==> src/rtl/serial_add_pkg.sv <==
// serial_add_pkg: shared state encoding and default operand width for the serial adder
package serial_add_pkg;
   typedef enum logic [1:0] {IDLE, RUN, DONE} state_t;
   localparam int NBYTES_DEF = 4;
endpackage

==> src/rtl/adder_8.sv <==
// adder_8: one byte of the serial datapath with carry and signed-overflow outputs
module adder_8 (
   output logic [7:0] s,
   output logic       co,
   output logic       of,
   input  logic [7:0] a,
   input  logic [7:0] b,
   input  logic       ci
);
   // byte sum; overflow when equal-signed operands give a result of the other sign
   always_comb begin
      {co, s} = {1'b0, a} + {1'b0, b} + {8'd0, ci};
      of = (a[7] == b[7]) && (s[7] != a[7]);
   end
endmodule

==> src/rtl/serial_add_seq.sv <==
// serial_add_seq: byte-serial add/subtract with valid/ready handshakes on both sides
module serial_add_seq
   import serial_add_pkg::*;
#(
   parameter int NBYTES = NBYTES_DEF
) (
   input  logic                clk,
   input  logic                rst,
   input  logic                in_valid,
   output logic                in_ready,
   input  logic [8*NBYTES-1:0] a,
   input  logic [8*NBYTES-1:0] b,
   input  logic                ci,
   input  logic                op_sub,
   output logic                out_valid,
   input  logic                out_ready,
   output logic [8*NBYTES-1:0] s,
   output logic                co,
   output logic                of
);
   localparam int W  = 8 * NBYTES;
   localparam int IW = $clog2(NBYTES);

   state_t          state;
   logic [IW-1:0]   idx;
   logic [W-1:0]    a_q;
   logic [W-1:0]    b_q;
   logic            carry;
   logic [7:0]      byte_s;
   logic            byte_co;
   logic            byte_of;

   // Operands shift right one byte per RUN cycle so the adder always sees the current byte at [7:0].
   adder_8 u_adder (
      .s  (byte_s),
      .co (byte_co),
      .of (byte_of),
      .a  (a_q[7:0]),
      .b  (b_q[7:0]),
      .ci (carry)
   );

   // Control FSM and datapath registers; subtract is folded in at capture as A + ~B + 1.
   always_ff @(posedge clk) begin
      if (rst) begin
         state     <= IDLE;
         idx       <= '0;
         a_q       <= '0;
         b_q       <= '0;
         carry     <= 1'b0;
         s         <= '0;
         co        <= 1'b0;
         of        <= 1'b0;
         out_valid <= 1'b0;
         in_ready  <= 1'b1;
      end else begin
         case (state)
            IDLE: if (in_valid) begin
               a_q      <= a;
               b_q      <= op_sub ? ~b : b;
               carry    <= op_sub | ci;
               idx      <= '0;
               in_ready <= 1'b0;
               state    <= RUN;
            end
            RUN: begin
               s     <= {byte_s, s[W-1:8]};
               a_q   <= a_q >> 8;
               b_q   <= b_q >> 8;
               carry <= byte_co;
               idx   <= idx + 1'b1;
               if (idx == IW'(NBYTES - 1)) begin
                  co        <= byte_co;
                  of        <= byte_of;
                  idx       <= '0;
                  out_valid <= 1'b1;
                  state     <= DONE;
               end
            end
            DONE: if (out_ready) begin
               out_valid <= 1'b0;
               in_ready  <= 1'b1;
               state     <= IDLE;
            end
            default: state <= IDLE;
         endcase
      end
   end
endmodule

==> config.mk <==
export PLATFORM = sky130hd
export DESIGN_NAME = serial_add_seq
export DESIGN_NICKNAME = d
export VERILOG_FILES = /design/src/rtl/serial_add_pkg.sv /design/src/rtl/adder_8.sv /design/src/rtl/serial_add_seq.sv
export SDC_FILE = /design/constraint.sdc
export NUM_CORES = 1
export LEC_CHECK = 0
export ABC_CLOCK_PERIOD_IN_PS = 7400
export CAP_MARGIN = 20
export CORE_UTILIZATION = 54
export DETAILED_ROUTE_END_ITERATION = 12
export GPL_TIMING_DRIVEN = 0
export PLACE_DENSITY = 0.85
export SLEW_MARGIN = 10
export SYNTH_ARGS = -nofsm -noshare
export SYNTH_HDL_FRONTEND = slang
export SYNTH_SLANG_ARGS = --single-unit
==> constraint.sdc <==
create_clock -name clk -period 7.4 [get_ports clk]
set_clock_uncertainty 0.2 [all_clocks]
set_input_delay 1.48 -clock clk [delete_from_list [all_inputs] [get_ports clk]]
set_output_delay 1.48 -clock clk [all_outputs]
set_load 0.02 [all_outputs]
# Yosys cells after proc, flatten, opt, wreduce, memory -nomap -nowiden
# Cells that the tools add are included.
dict set report word_totals {
  inputBits 70
  out_inout_bits 36
  ff_bits 105
  wordCells 53
}
dict set report op_classes {
  reduce_logical 10
  add_sub_neg 3
  bitwise 2
  eq_ne 8
  muxes 20
}
# op count
set ops {}
lappend ops {{$pmux 32 s2} 2}
lappend ops {{$mux 32} 3}
lappend ops {{$not 32->32} 1}
lappend ops {{$mux 2} 5}
lappend ops {{$add 8x8->9} 1}
lappend ops {{$add 9x1->9} 1}
lappend ops {{$reduce_and 3->1} 3}
lappend ops {{$ne 2x2->1 const B} 3}
lappend ops {{$pmux 1 s2} 3}
lappend ops {{$pmux 2 s3} 1}
lappend ops {{$reduce_bool 2->1} 3}
lappend ops {{$mux 1} 5}
lappend ops {{$eq 2x2->1 const B} 2}
lappend ops {{$pmux 2 s2} 1}
lappend ops {{$reduce_and 2->1} 2}
lappend ops {{$add 2x1->2 const B} 1}
lappend ops {{$eq 2x1->1 const B} 1}
lappend ops {{$logic_not 2->1} 1}
lappend ops {{$eq 1x1->1} 1}
lappend ops {{$logic_and 1x1->1} 1}
lappend ops {{$ne 1x1->1} 1}
lappend ops {{$or 1x1->1} 1}

# Longest topological paths before layout
dict set report depth {
  ltp_word 4
  mapped_depth 8
  mapped_depth_nobuf 7
}

# Hierarchy
# A second synthesis with hierarchy kept.
dict set report hier_totals {
  hier_cells 593
  area_unflattened_um2 4904.7
}
# mod cells_each instances seq_area_each_um2 area_each_um2
set modules_own_cells {}
lappend modules_own_cells {serial_add_seq 551 1 2102.0 4568.1}
lappend modules_own_cells {adder_8 42 1 0.0 336.6}

# Least setup slack after synthesis
# Ideal clock, no wire load.
dict set report synth_path {
  kind {input to register}
  from {in in_valid}
  to {reg b_q[23]}
  stages 7
  required_ps 7072
  path_buffers 3
  t_arrival_ps 2480
  slack_ps 4592
  cell_sequence {buf_4 nor2_1 or2_1 buf_2 buf_6 a222oi_1 nor2_1}
}
dict set report synth_via {
  elab_chain_cells 2
}
# element line
set synth_rtl {}
lappend synth_rtl {{from (decl)} serial_add_seq.sv:9} ;# input logic in_valid,
lappend synth_rtl {{$ne 2x2->1 (no source line)} -}
lappend synth_rtl {{$reduce_and 2->1 (no source line)} -}
lappend synth_rtl {{to (signal assigned)} serial_add_seq.sv:60} ;# b_q <= op_sub ? ~b : b;
lappend synth_rtl {{to (signal assigned)} serial_add_seq.sv:69} ;# b_q <= b_q >> 8;
lappend synth_rtl {{to (decl)} serial_add_seq.sv:27} ;# logic [W-1:0] b_q;
# No other way between the ends.
# A chain may end at the register's enable or synchronous reset.

# Worst setup path in the final report
dict set report layout_path {
  from {in rst}
  to {reg a_q[19]}
}
# element line
set layout_rtl {}
lappend layout_rtl {{from (decl)} serial_add_seq.sv:8} ;# input logic rst,
lappend layout_rtl {{to (signal assigned)} serial_add_seq.sv:68} ;# a_q <= a_q >> 8;
lappend layout_rtl {{to (decl)} serial_add_seq.sv:26} ;# logic [W-1:0] a_q;
# No word-level cell between the ends.

==> metrics.cfg <==
[synthesis]
synth_cells=554
syn_nets=634
postSynth.asyncResetShare_pct=0
syn_avg_cell_area_sq_um=8.44
ys_types=40
netlist_area_sq_mm=0.00468
ys_ff_latch=105
ys_seq_area_share_pct=45.0
synthFlopType=dfxtp_1
synth_edf_count=0
synth_common_cells=nor2_1 (124), dfxtp_1 (105), nand2_1 (61)
synthTopCellsByArea=dfxtp_1 (45%), nor2_1 (10%), xor2_1 (6.0%)
yosysTopAreaCellShare_pct=45.0
yosysMostFrequentCell=nor2_1
synth_area_leader_cell=dfxtp_1
yosys_warnings=0

[layout]
drive_gt1_share_pct=5.94
layout.nets=748
fillCellCount=636
n_antenna_cell=0
syn_to_final_growth_pct=29.2

[setup_path]
crit_required_ns=7.44
reg2reg_from=a_q[0]
start_kind=input pin
critPathCaptureType=flip-flop
crit_type=in -> reg
arrival_ns=3.12
timing.critical_path.from=rst
cp_max_fo=10

[power_and_ir_drop]
combPwrFrac_pct=19.9
p_leak_nw=2.40
powerDensity_mw_per_mm2=205
ir_drop_v=0.000175
power.switching_w=0.000351
p_int_w=0.000886
power_w=0.00124
p_sw_share_pct=28.4
pwr-share-seq_pct=50.6
clockPowerShare_pct=29.5

[die]
ioPinCount=106
die-height_um=95.1
core_area_sq_mm=0.00830
placementRows=33
dieArea_sq_mm=0.00903
start_util_pct=56.3
fp.dieW_um=95.1

[timing]
slew_headroom_pct=60.5
min_period_ns=3.09
fin_tns_setup_ns=0
rsz0062_at_grt=no
fmax_mhz=324
setup_violations=0
post-route-period-util_pct=41.7
tightest_slew_ns=0.592
slew_viol_final=0
hold_violations=0

[cts]
post-cts-setup-buffers=0
numCtsBuffers=9
htreeDepth=3
clk_pin_slew_ns=0.10
cts_max_path_buffers=2
root_buffer=clkbuf_8
cts.sinks=105
holdBufCountCts=0
cts_tree=built
postCtsResizedCells=0
insertion_delay_ns=0.37

[drt]
wl_per_cell_um=15.6
antenna_left=0
routed_wirelength_um=12100
wl_met2_um=6050
drtIter0Drc=341
first_pass_iters=6
via_per_inst=5.74
vias=4464
wl_met1_um=5060
drc=0
highest-signal-layer=met4
wl_met3_um=745

[run_status]
status=finished, final reports clean

[worst_hold_path]
min_path_type=reg -> reg
worstHoldStart=s[1]

[placed_design]
gp_congestion=0.878
dp_hpwl_um=9300
io_buffers=103

[global_routing]
first_global_vias=4294
grt_usage_pct=28.5
antenna_found_initial=0
grt_pass1_wl_um=20000
gr-total-overflow=0
grt_max_degree=18

[job]
maxCapViolations=0

[path summary, 6_finish.rpt]
check,to,slack (ns),depth (start not counted)
max,a_q[19],4.31,4
min,s[1],0.26,2
max reg2reg,s[30],4.74,7
min reg2reg,s[1],0.26,2
[metrics by stage]
stage               area [sq um]  utilization (%)  hold WS (ns)  setup WS (ns)  std cells
global placement            5840             70.3         0.241           4.00        762
CTS                         6040             72.8         0.261           4.32        778
detailed placement          5840             70.3         0.247           3.92        762
floorplan                   4680                -         0.266           4.59        554
finish                      6040             72.8         0.261           4.31        778
global route                6040             72.8         0.283           4.19        778
[cell type report]
cell class	count	area, sq um	area share [%]
plain buffers	49	234	3.87
clock buffers	11	141	2.34
clock inverters	5	63.8	1.06
inverters	2	7.51	0.124
multi-input cells	398	2330	38.6
flip-flops and latches	105	2100	34.8
well taps	105	131	2.17
repair buffers	103	1030	17.1
[critical path, stage by stage]
cell,delay (ns)
clkdlybuf4s50_1,0.58
clkbuf_1,0.41
clkbuf_1,0.52
nor3_1,0.13
[layer usage]
| layer | global-route usage (%) | vias up |
|---|---|---|
| met4 | 10.2 | 0 |
| li1 | - | 2180 |
| met3 | 5.34 | 27 |
| met1 | 34.9 | 2070 |
| met2 | 49.7 | 187 |
| met5 | 0 | - |
[flip-flops by register name, summed over array words and instances, names as in the netlist]
| register | flops |
|---|---|
| out_valid | 1 |
| b_q | 32 |
| state | 2 |
| carry | 1 |
| co | 1 |
| a_q | 32 |
| of | 1 |
| idx | 2 |
| in_ready | 1 |
| s | 32 |
[power groups by stage]
stage	clock network, W	registers [W]	logic, W
2_1_floorplan	0	0.000637	0.000148
3_3_place_gp	0	0.000637	0.000232
3_5_place_dp	0	0.000638	0.000243
4_1_cts	0.000365	0.000625	0.000244
5_1_grt	0.000387	0.000630	0.000270
6_report	0.000366	0.000626	0.000246
[logic make-up after synthesis]
kind of cell             synth area share (%)
XOR/XNOR                                 6.37
adder cells (fa/ha/maj)                  3.00
AO/OA/AOI/OAI                            19.9
buffers and inverters                    5.16
flip-flops                               45.0
AND/OR/NAND/NOR                          20.6
[cells in the final DEF, fill, tap and decap left out, types with 3 or more instances in the layout]
cell type | synthesis | final
nor2_1 | 124 | 124
dfxtp_1 | 105 | 105
clkdlybuf4s50_1 | 0 | 103
nand2_1 | 61 | 61
a21oi_1 | 39 | 39
xor2_1 | 32 | 32
nor3_1 | 26 | 26
a2bb2oi_1 | 24 | 24
a222oi_1 | 24 | 24
clkbuf_1 | 21 | 22
buf_2 | 19 | 19
a22oi_1 | 17 | 17
clkbuf_8 | 0 | 10
ha_1 | 8 | 8
buf_1 | 5 | 5
a21o_1 | 5 | 5
buf_6 | 3 | 3
o211ai_1 | 3 | 3
or4_1 | 3 | 3
nand3b_1 | 3 | 3
(Power assumes the default switching activity.)
